## src/rtl/icache_tag_port_arb_if.sv

```systemverilog
// Tag RAM port bundle: requester/flush side, RAM macro side and read-return status.
interface icache_tag_port_arb_if #(
    parameter int unsigned INDEX_W   = 7,
    parameter int unsigned TAG_RAM_W = 42
);
    // Invalidate-all control
    logic                 inv_req;
    logic                 inv_busy;
    logic                 inv_done;
    // Linefill / LRU tag write
    logic                 wr_vld;
    logic                 wr_rdy;
    logic [INDEX_W-1:0]   wr_index;
    logic [TAG_RAM_W-1:0] wr_din;
    // Demand lookup
    logic                 dmd_vld;
    logic                 dmd_rdy;
    logic [INDEX_W-1:0]   dmd_index;
    // Prefetch lookup
    logic                 pf_vld;
    logic                 pf_rdy;
    logic [INDEX_W-1:0]   pf_index;
    // Tag SRAM macro
    logic                 ram_en;
    logic                 ram_wr_en;
    logic [INDEX_W-1:0]   ram_addr;
    logic [TAG_RAM_W-1:0] ram_din;
    // Read data return qualifiers
    logic                 rd_vld_q;
    logic                 rd_src_q;

    modport master (
        output inv_req, wr_vld, wr_index, wr_din, dmd_vld, dmd_index, pf_vld, pf_index,
        input  inv_busy, inv_done, wr_rdy, dmd_rdy, pf_rdy,
        input  ram_en, ram_wr_en, ram_addr, ram_din, rd_vld_q, rd_src_q
    );

    modport slave (
        input  inv_req, wr_vld, wr_index, wr_din, dmd_vld, dmd_index, pf_vld, pf_index,
        output inv_busy, inv_done, wr_rdy, dmd_rdy, pf_rdy,
        output ram_en, ram_wr_en, ram_addr, ram_din, rd_vld_q, rd_src_q
    );
endinterface

```

## src/rtl/icache_tag_port_arb.sv

```systemverilog
// Single-port icache tag RAM arbiter with invalidate-all sequencer.
// One RAM access per cycle: sweep > write > demand > prefetch, with a
// starvation override that lets prefetch past demand after STARVE_MAX losses.
module icache_tag_port_arb #(
    parameter int unsigned INDEX_W    = 7,
    parameter int unsigned TAG_RAM_W  = 42,
    parameter int unsigned STARVE_MAX = 4
) (
    input  logic                    clk,
    input  logic                    rst_n,
    icache_tag_port_arb_if.slave    bus
);

    localparam int unsigned STARVE_W = $clog2(STARVE_MAX + 1);

    typedef enum logic [1:0] {
        ST_IDLE  = 2'd0,
        ST_SWEEP = 2'd1,
        ST_DONE  = 2'd2
    } state_t;

    state_t                r_state;
    state_t                w_state_nxt;
    logic [INDEX_W-1:0]    r_sweep_idx;
    logic [STARVE_W-1:0]   r_starve_cnt;
    logic                  r_rd_vld_q;
    logic                  r_rd_src_q;

    logic                  w_idle;
    logic                  w_sweep_last;
    logic                  w_pf_force;
    logic                  w_wr_gnt;
    logic                  w_dmd_gnt;
    logic                  w_pf_gnt;

    assign w_idle       = (r_state == ST_IDLE);
    assign w_sweep_last = &r_sweep_idx;

    // Grants are combinational so rdy lands in the same cycle as vld.
    assign w_pf_force = (r_starve_cnt == STARVE_W'(STARVE_MAX)) && bus.pf_vld && !bus.wr_vld;
    assign w_wr_gnt   = w_idle && bus.wr_vld;
    assign w_dmd_gnt  = w_idle && bus.dmd_vld && !bus.wr_vld && !w_pf_force;
    assign w_pf_gnt   = w_idle && bus.pf_vld && !bus.wr_vld && (w_pf_force || !bus.dmd_vld);

    // Sequencer state register; reset lands in SWEEP so tags are always cleared.
    always_ff @(posedge clk or negedge rst_n) begin
        if (!rst_n) begin
            r_state <= ST_SWEEP;
        end else begin
            r_state <= w_state_nxt;
        end
    end

    // Sequencer next state and status decode; inv_req outside IDLE is dropped.
    always_comb begin
        w_state_nxt  = r_state;
        bus.inv_busy = 1'b0;
        bus.inv_done = 1'b0;
        case (r_state)
            ST_IDLE: begin
                if (bus.inv_req) begin
                    w_state_nxt = ST_SWEEP;
                end
            end
            ST_SWEEP: begin
                bus.inv_busy = 1'b1;
                if (w_sweep_last) begin
                    w_state_nxt = ST_DONE;
                end
            end
            ST_DONE: begin
                bus.inv_busy = 1'b1;
                bus.inv_done = 1'b1;
                w_state_nxt  = ST_IDLE;
            end
            default: begin
                w_state_nxt = ST_SWEEP;
            end
        endcase
    end

    // Sweep index: walks every set once, wrapping back to 0 after the last one.
    always_ff @(posedge clk or negedge rst_n) begin
        if (!rst_n) begin
            r_sweep_idx <= '0;
        end else if (w_idle && bus.inv_req) begin
            r_sweep_idx <= '0;
        end else if (r_state == ST_SWEEP) begin
            r_sweep_idx <= r_sweep_idx + INDEX_W'(1);
        end
    end

    // Prefetch starvation counter: only demand wins count, writes are neutral.
    always_ff @(posedge clk or negedge rst_n) begin
        if (!rst_n) begin
            r_starve_cnt <= '0;
        end else if (!bus.pf_vld || w_pf_gnt) begin
            r_starve_cnt <= '0;
        end else if (w_dmd_gnt && (r_starve_cnt != STARVE_W'(STARVE_MAX))) begin
            r_starve_cnt <= r_starve_cnt + STARVE_W'(1);
        end
    end

    // RAM port mux and same-cycle ready strobes.
    always_comb begin
        bus.ram_en    = 1'b0;
        bus.ram_wr_en = 1'b0;
        bus.ram_addr  = bus.dmd_index;
        bus.ram_din   = '0;
        bus.wr_rdy    = w_wr_gnt;
        bus.dmd_rdy   = w_dmd_gnt;
        bus.pf_rdy    = w_pf_gnt;
        if (r_state == ST_SWEEP) begin
            bus.ram_en    = 1'b1;
            bus.ram_wr_en = 1'b1;
            bus.ram_addr  = r_sweep_idx;
        end else if (w_wr_gnt) begin
            bus.ram_en    = 1'b1;
            bus.ram_wr_en = 1'b1;
            bus.ram_addr  = bus.wr_index;
            bus.ram_din   = bus.wr_din;
        end else if (w_dmd_gnt) begin
            bus.ram_en    = 1'b1;
            bus.ram_addr  = bus.dmd_index;
        end else if (w_pf_gnt) begin
            bus.ram_en    = 1'b1;
            bus.ram_addr  = bus.pf_index;
        end
    end

    // Read-return qualifiers track the RAM's one-cycle read latency.
    always_ff @(posedge clk or negedge rst_n) begin
        if (!rst_n) begin
            r_rd_vld_q <= 1'b0;
            r_rd_src_q <= 1'b0;
        end else begin
            r_rd_vld_q <= w_dmd_gnt || w_pf_gnt;
            r_rd_src_q <= w_pf_gnt;
        end
    end

    assign bus.rd_vld_q = r_rd_vld_q;
    assign bus.rd_src_q = r_rd_src_q;

endmodule

```

## src/flat_wrapper.sv

```systemverilog
// flat-port wrapper written by rule: the top's interface ports become plain ports
module icache_tag_port_arb_flat 
#(
    parameter int unsigned INDEX_W    = 7,
    parameter int unsigned TAG_RAM_W  = 42,
    parameter int unsigned STARVE_MAX = 4
)
  (clk, rst_n, bus_inv_req, bus_wr_vld, bus_wr_index, bus_wr_din, bus_dmd_vld, bus_dmd_index, bus_pf_vld, bus_pf_index, bus_inv_busy, bus_inv_done, bus_wr_rdy, bus_dmd_rdy, bus_pf_rdy, bus_ram_en, bus_ram_wr_en, bus_ram_addr, bus_ram_din, bus_rd_vld_q, bus_rd_src_q);
  icache_tag_port_arb_if #(.INDEX_W(INDEX_W), .TAG_RAM_W(TAG_RAM_W)) bus_i ();
  input  logic clk;
  input  logic rst_n;
  input wire logic [$bits(bus_i.inv_req)-1:0] bus_inv_req;
  input wire logic [$bits(bus_i.wr_vld)-1:0] bus_wr_vld;
  input wire logic [$bits(bus_i.wr_index)-1:0] bus_wr_index;
  input wire logic [$bits(bus_i.wr_din)-1:0] bus_wr_din;
  input wire logic [$bits(bus_i.dmd_vld)-1:0] bus_dmd_vld;
  input wire logic [$bits(bus_i.dmd_index)-1:0] bus_dmd_index;
  input wire logic [$bits(bus_i.pf_vld)-1:0] bus_pf_vld;
  input wire logic [$bits(bus_i.pf_index)-1:0] bus_pf_index;
  output wire logic [$bits(bus_i.inv_busy)-1:0] bus_inv_busy;
  output wire logic [$bits(bus_i.inv_done)-1:0] bus_inv_done;
  output wire logic [$bits(bus_i.wr_rdy)-1:0] bus_wr_rdy;
  output wire logic [$bits(bus_i.dmd_rdy)-1:0] bus_dmd_rdy;
  output wire logic [$bits(bus_i.pf_rdy)-1:0] bus_pf_rdy;
  output wire logic [$bits(bus_i.ram_en)-1:0] bus_ram_en;
  output wire logic [$bits(bus_i.ram_wr_en)-1:0] bus_ram_wr_en;
  output wire logic [$bits(bus_i.ram_addr)-1:0] bus_ram_addr;
  output wire logic [$bits(bus_i.ram_din)-1:0] bus_ram_din;
  output wire logic [$bits(bus_i.rd_vld_q)-1:0] bus_rd_vld_q;
  output wire logic [$bits(bus_i.rd_src_q)-1:0] bus_rd_src_q;
  assign bus_i.inv_req = bus_inv_req;
  assign bus_i.wr_vld = bus_wr_vld;
  assign bus_i.wr_index = bus_wr_index;
  assign bus_i.wr_din = bus_wr_din;
  assign bus_i.dmd_vld = bus_dmd_vld;
  assign bus_i.dmd_index = bus_dmd_index;
  assign bus_i.pf_vld = bus_pf_vld;
  assign bus_i.pf_index = bus_pf_index;
  assign bus_inv_busy = bus_i.inv_busy;
  assign bus_inv_done = bus_i.inv_done;
  assign bus_wr_rdy = bus_i.wr_rdy;
  assign bus_dmd_rdy = bus_i.dmd_rdy;
  assign bus_pf_rdy = bus_i.pf_rdy;
  assign bus_ram_en = bus_i.ram_en;
  assign bus_ram_wr_en = bus_i.ram_wr_en;
  assign bus_ram_addr = bus_i.ram_addr;
  assign bus_ram_din = bus_i.ram_din;
  assign bus_rd_vld_q = bus_i.rd_vld_q;
  assign bus_rd_src_q = bus_i.rd_src_q;
  icache_tag_port_arb #(.INDEX_W(INDEX_W), .TAG_RAM_W(TAG_RAM_W), .STARVE_MAX(STARVE_MAX)) u_core (.clk(clk), .rst_n(rst_n), .bus(bus_i));
endmodule
```

## config.mk

```make
export PLATFORM = sky130hd
export DESIGN_NAME = icache_tag_port_arb_flat
export DESIGN_NICKNAME = d
export VERILOG_FILES = /design/src/rtl/icache_tag_port_arb_if.sv /design/src/rtl/icache_tag_port_arb.sv /design/src/flat_wrapper.sv
export SDC_FILE = /design/constraint.sdc
export NUM_CORES = 1
export LEC_CHECK = 0
export ABC_AREA = 1
export ABC_CLOCK_PERIOD_IN_PS = 1800
export CAP_MARGIN = 20
export CORE_UTILIZATION = 50
export DETAILED_ROUTE_END_ITERATION = 6
export DONT_BUFFER_PORTS = 1
export SLEW_MARGIN = 5
export SYNTH_ARGS = -nofsm -noshare
export SYNTH_HDL_FRONTEND = slang
export SYNTH_SLANG_ARGS = --single-unit
```

## constraint.sdc

```tcl
create_clock -name clk -period 1.8 [get_ports clk]
set_input_delay 0.09 -clock clk [delete_from_list [all_inputs] [get_ports clk]]
set_output_delay 0.09 -clock clk [all_outputs]
set_load 0.05 [all_outputs]
```

==> metrics, run 1 <==
Die Wd 55.7 µm; Fail Step 4_1_cts; number of flops mapped to enable cells by yosys 0; post-synthesis sequential area ratio 24.4%; most common library cells after synthesis 70 x nand2_1, 54 x nor2_1, 32 x inv_1; Run Error [ERROR DPL-0038] Utilization greater than 100%, impossible to legalize; Rows 19; chip height 55.7 µm; Seq cells post-synth 14; Mean Syn Cell Area just under 6 µm²; top-count cell post-synth nand2_1; top area cells in the synthesized netlist dfrtp_1 23%, nand2_1 18%, nor2_1 14%, inv_1 8.3%, nand3_1 7.3%; post-synthesis simple-gate area fraction 48.7%; Port Buffers 0; Post-Synth Adder-Cell Area 5.20%; post-DP HPWL 4540 µm; Mapped Nets 322; combinational family with the most area after synthesis simple AND/OR/NAND/NOR gates; postcts setup bufs 12; CTS root buffer clkbuf_4; CTS max path bufs 2; Starting Density 52.8%; clk sinks 14; Async SR Flop Fraction between 90% and 100%; Post-Syn Instances 247; status stopped before the end; Synth Area in Compound Gates under 10%; area leader, netlist dfrtp_1; post-synthesis mux area share 0%; Yosys top cell area share 22.5%; Synth Area in XOR/XNOR 0.607%; I/O pin count 127; post-CTS resize count 45; synthesized cell area 1440 µm²; CTS HTree Levels 1; RePlAce Congestion approximately 0.9; Synth warnings 0; library cells used by synthesis 25; Synth Flop Type dfrtp_1; Post-CTS Hold Buffers 2; CTS Buf Count 3
==> cells by family after synthesis <==
kind of cell             count (synthesis)
AND/OR/NAND/NOR                        163
adder cells (fa/ha/maj)                  6
XOR/XNOR                                 1
buffers and inverters                   44
flip-flops                              14
AO/OA/AOI/OAI                           19
==> metrics by stage <==
| stage | instance area (µm²) | setup WS (ps) | cells |
|---|---|---|---|
| 2_1_floorplan | 1540 | -54.6 | 247 |
| 3_3_place_gp | 2480 | 78.7 | 324 |
| 3_5_place_dp | 2480 | -45.1 | 324 |
==> inputs of run 2 (changes only) <==
Settings changed: CORE_UTILIZATION 50 to 35, PLACE_DENSITY_LB_ADDON set to 0.15.
==> metrics, run 2 <==
status finished with violations; failing checks setup timing; latest clock arrival within the worst-skew pair approximately 250 ps; grt peak-use layer met2; Yosys top cell area share 22.5% (unchanged); Mean Syn Cell Area 5.84 µm² (unchanged); critical path required time 1710 ps; Starting Density 38.0% (-15 points); worst setup path class reg -> out; Via Count ~1900; post-synthesis sequential area ratio 24.4% (unchanged); clk sinks 14 (unchanged); DRT Pass-1 Iters 5; final number of hold-violating endpoints 0; chip height 66.2 µm (+19%); first-pass GRT wire length between 8000 and 9000 µm; Async SR Flop Fraction 100% (unchanged); max reg flops 7; Final ANT Viol Nets 0; PD cells 1500 nW/µm²; Tot Pwr around 4.5 mW; Area growth syn-to-layout 107%; largest net degree at the start of global routing 26; Core Region around 3800 µm²; CP endpoint kind output port; Synth Flop Type dfrtp_1; Post-Syn Instances 247 (unchanged); number of flops mapped to enable cells by yosys 0 (unchanged); drc violations 0; Sum Neg Setup Slack -142 ps; FILL cells 228; total track usage 24.1%; met2 Resource Use GR 44.4%; I/O pin count 127 (unchanged); most frequent cells in the layout 59 x nand2_1, 45 x buf_12, 31 x nor2_2; worst-path maximum fanout 6; Worst Hold Class in -> reg; die area between 4000 and 5000 µm²; vias in the first global route 1543; Synth warnings 0 (unchanged); clk_skew 1.90 ps; Finish-stage setup viols 7; Mapped Nets 322 (unchanged); most common cell after layout, fill and taps aside nand2_1; CTS tree yes; Design Area, Final about 3000 µm²; max-slew violation count 0; Nets between 300 and 400; peak supply drop 0.834 mV; n_diodes 0; Util after Layout 78.6%; Largest Register u_core.r_sweep_idx; CTS max path bufs 2 (unchanged); Die Wd 66.2 µm (+19%); grt met1 use 28.4%; worst setup margin -41.3 ps; top area cells in the synthesized netlist dfrtp_1 23%, nand2_1 18%, nor2_1 14%, inv_1 8.3%, nand3_1 7.3%; share of cells above drive strength 1 49.2%; Port Buffers 0 (unchanged); Seq cells post-synth 14 (unchanged); largest registers u_core.r_sweep_idx x7, u_core.r_starve_cnt x3, u_core.r_state x2; fin crit share 102%; Final min period 1840 ps; relative slew slack 55.8%; most common library cells after synthesis 70 x nand2_1, 54 x nor2_1, 32 x inv_1; Rows 22 (+3); post-DP HPWL 3900 µm (-14%); CTS HTree Levels 1 (unchanged); Iter 0 DRT Violations 94; initial antenna violation count 0; library cells used by synthesis 25 (unchanged); DP Area 2520 µm² (+1.5%); Clock Pin Slew Worst Setup and Hold Paths around 60 ps; Max Fclk 543 MHz; unrepaired setup endpoints after global routing yes; CTS root buffer clkbuf_8; top-count cell post-synth nand2_1; RePlAce Congestion 0.867 (-4.2%); WL/cell ~16 µm; crit start category flop; Via-to-Cell Ratio 5.20; CTS Buf Count 3 (unchanged); area leader, netlist dfrtp_1; Slew @ Worst Pin 661 ps; final WL between 5000 and 6000 µm; grt met3 use a little under 5%; CP arrival 1750 ps; synthesized cell area 1440 µm² (unchanged); gr ovfl total 0; Leak about 1.4 nW; max cap viols 0
==> run 2: cell counts after synthesis <==
Identical to the previous run, type by type.
==> run 2: worst max-delay path, stage by stage (launching register included) <==
cell and delay, ps:
dfstp_2 530, inv_2 50, ha_4 170, nand2_2 80, nor2_4 50, buf_12 130, nand2_8 90, nand2_2 50
nand3_1 90, nand2_2 80, buf_12 160
==> run 2: cell families (layout without fill, tap and decap cells) <==
family / count (synthesis) / after routing / synth area share [%]
AOI/OAI and AO/OA: 19 / 19 / 7.98
xor gates and xnor gates: 1 / 1 / 0.607
adders and majority gates: 6 / 6 / 5.20
buffers and inverters: 44 / 115 / 13.1
DFF: 14 / 14 / 24.4
and+or+nand+nor: 163 / 166 / 48.7
==> run 2: layout make-up <==
cell class	instances	area, µm²	area share (%)
multi-input cells	192	1170	39.3
inverters	33	129	4.32
repair buffers	78	1230	41.1
flip-flops and latches	14	352	11.8
clock buffers	4	45.0	1.51
well taps	48	60.1	2.01
==> run 2: report_power, final <==
group | internal [mW] | switching, mW | total, mW
Sequential | 0.382 | 0.0721 | 0.454
Clock | 0.157 | 0.118 | 0.275
Combinational | 1.56 | 2.21 | 3.76
Total | 2.10 | 2.40 | 4.49
==> run 2: repair_timing <==
item,CTS,global route
endpoints found under the hold margin,17,0
hold buffers,2,0
endpoints found under the setup margin,52,18
setup buffers,3,13
cloned,2,2
pin swaps,6,10
resized for setup,37,21
==> run 2: layer usage <==
metal	routed length, µm	vias up
li1	-	913
met1	2190	892
met2	3200	103
met3	453	12
met4	129	0
met5	0	-
==> run 2: metrics by stage <==
step	setup WS, ps	hold slack [ps]	instances
2_1_floorplan	-54.6	-206	247
3_3_place_gp	101	-205	343
3_5_place_dp	14.2	-205	343
4_1_cts	4.74	71.8	354
5_1_grt	-85.3	90.1	369
6_report	-41.3	82.3	369
==> run 2: final timing paths <==
path | from | to | slack [ps] | depth (start not counted)
worst max-delay path | u_core.r_state[0] | bus_ram_addr[5] | -40 | 10
worst min-delay path | bus_inv_req | u_core.r_state[0] | 80 | 4
worst max register to register | u_core.r_state[0] | u_core.r_sweep_idx[5] | 190 | 8
worst min register to register | u_core.r_starve_cnt[2] | u_core.r_starve_cnt[2] | 570 | 3
max in group asynchronous | rst_n | u_core.r_starve_cnt[2] | 1060 | 1
min in group asynchronous | rst_n | u_core.r_sweep_idx[6] | 310 | 1
No activity file was read; power rests on OpenSTA's default activity.
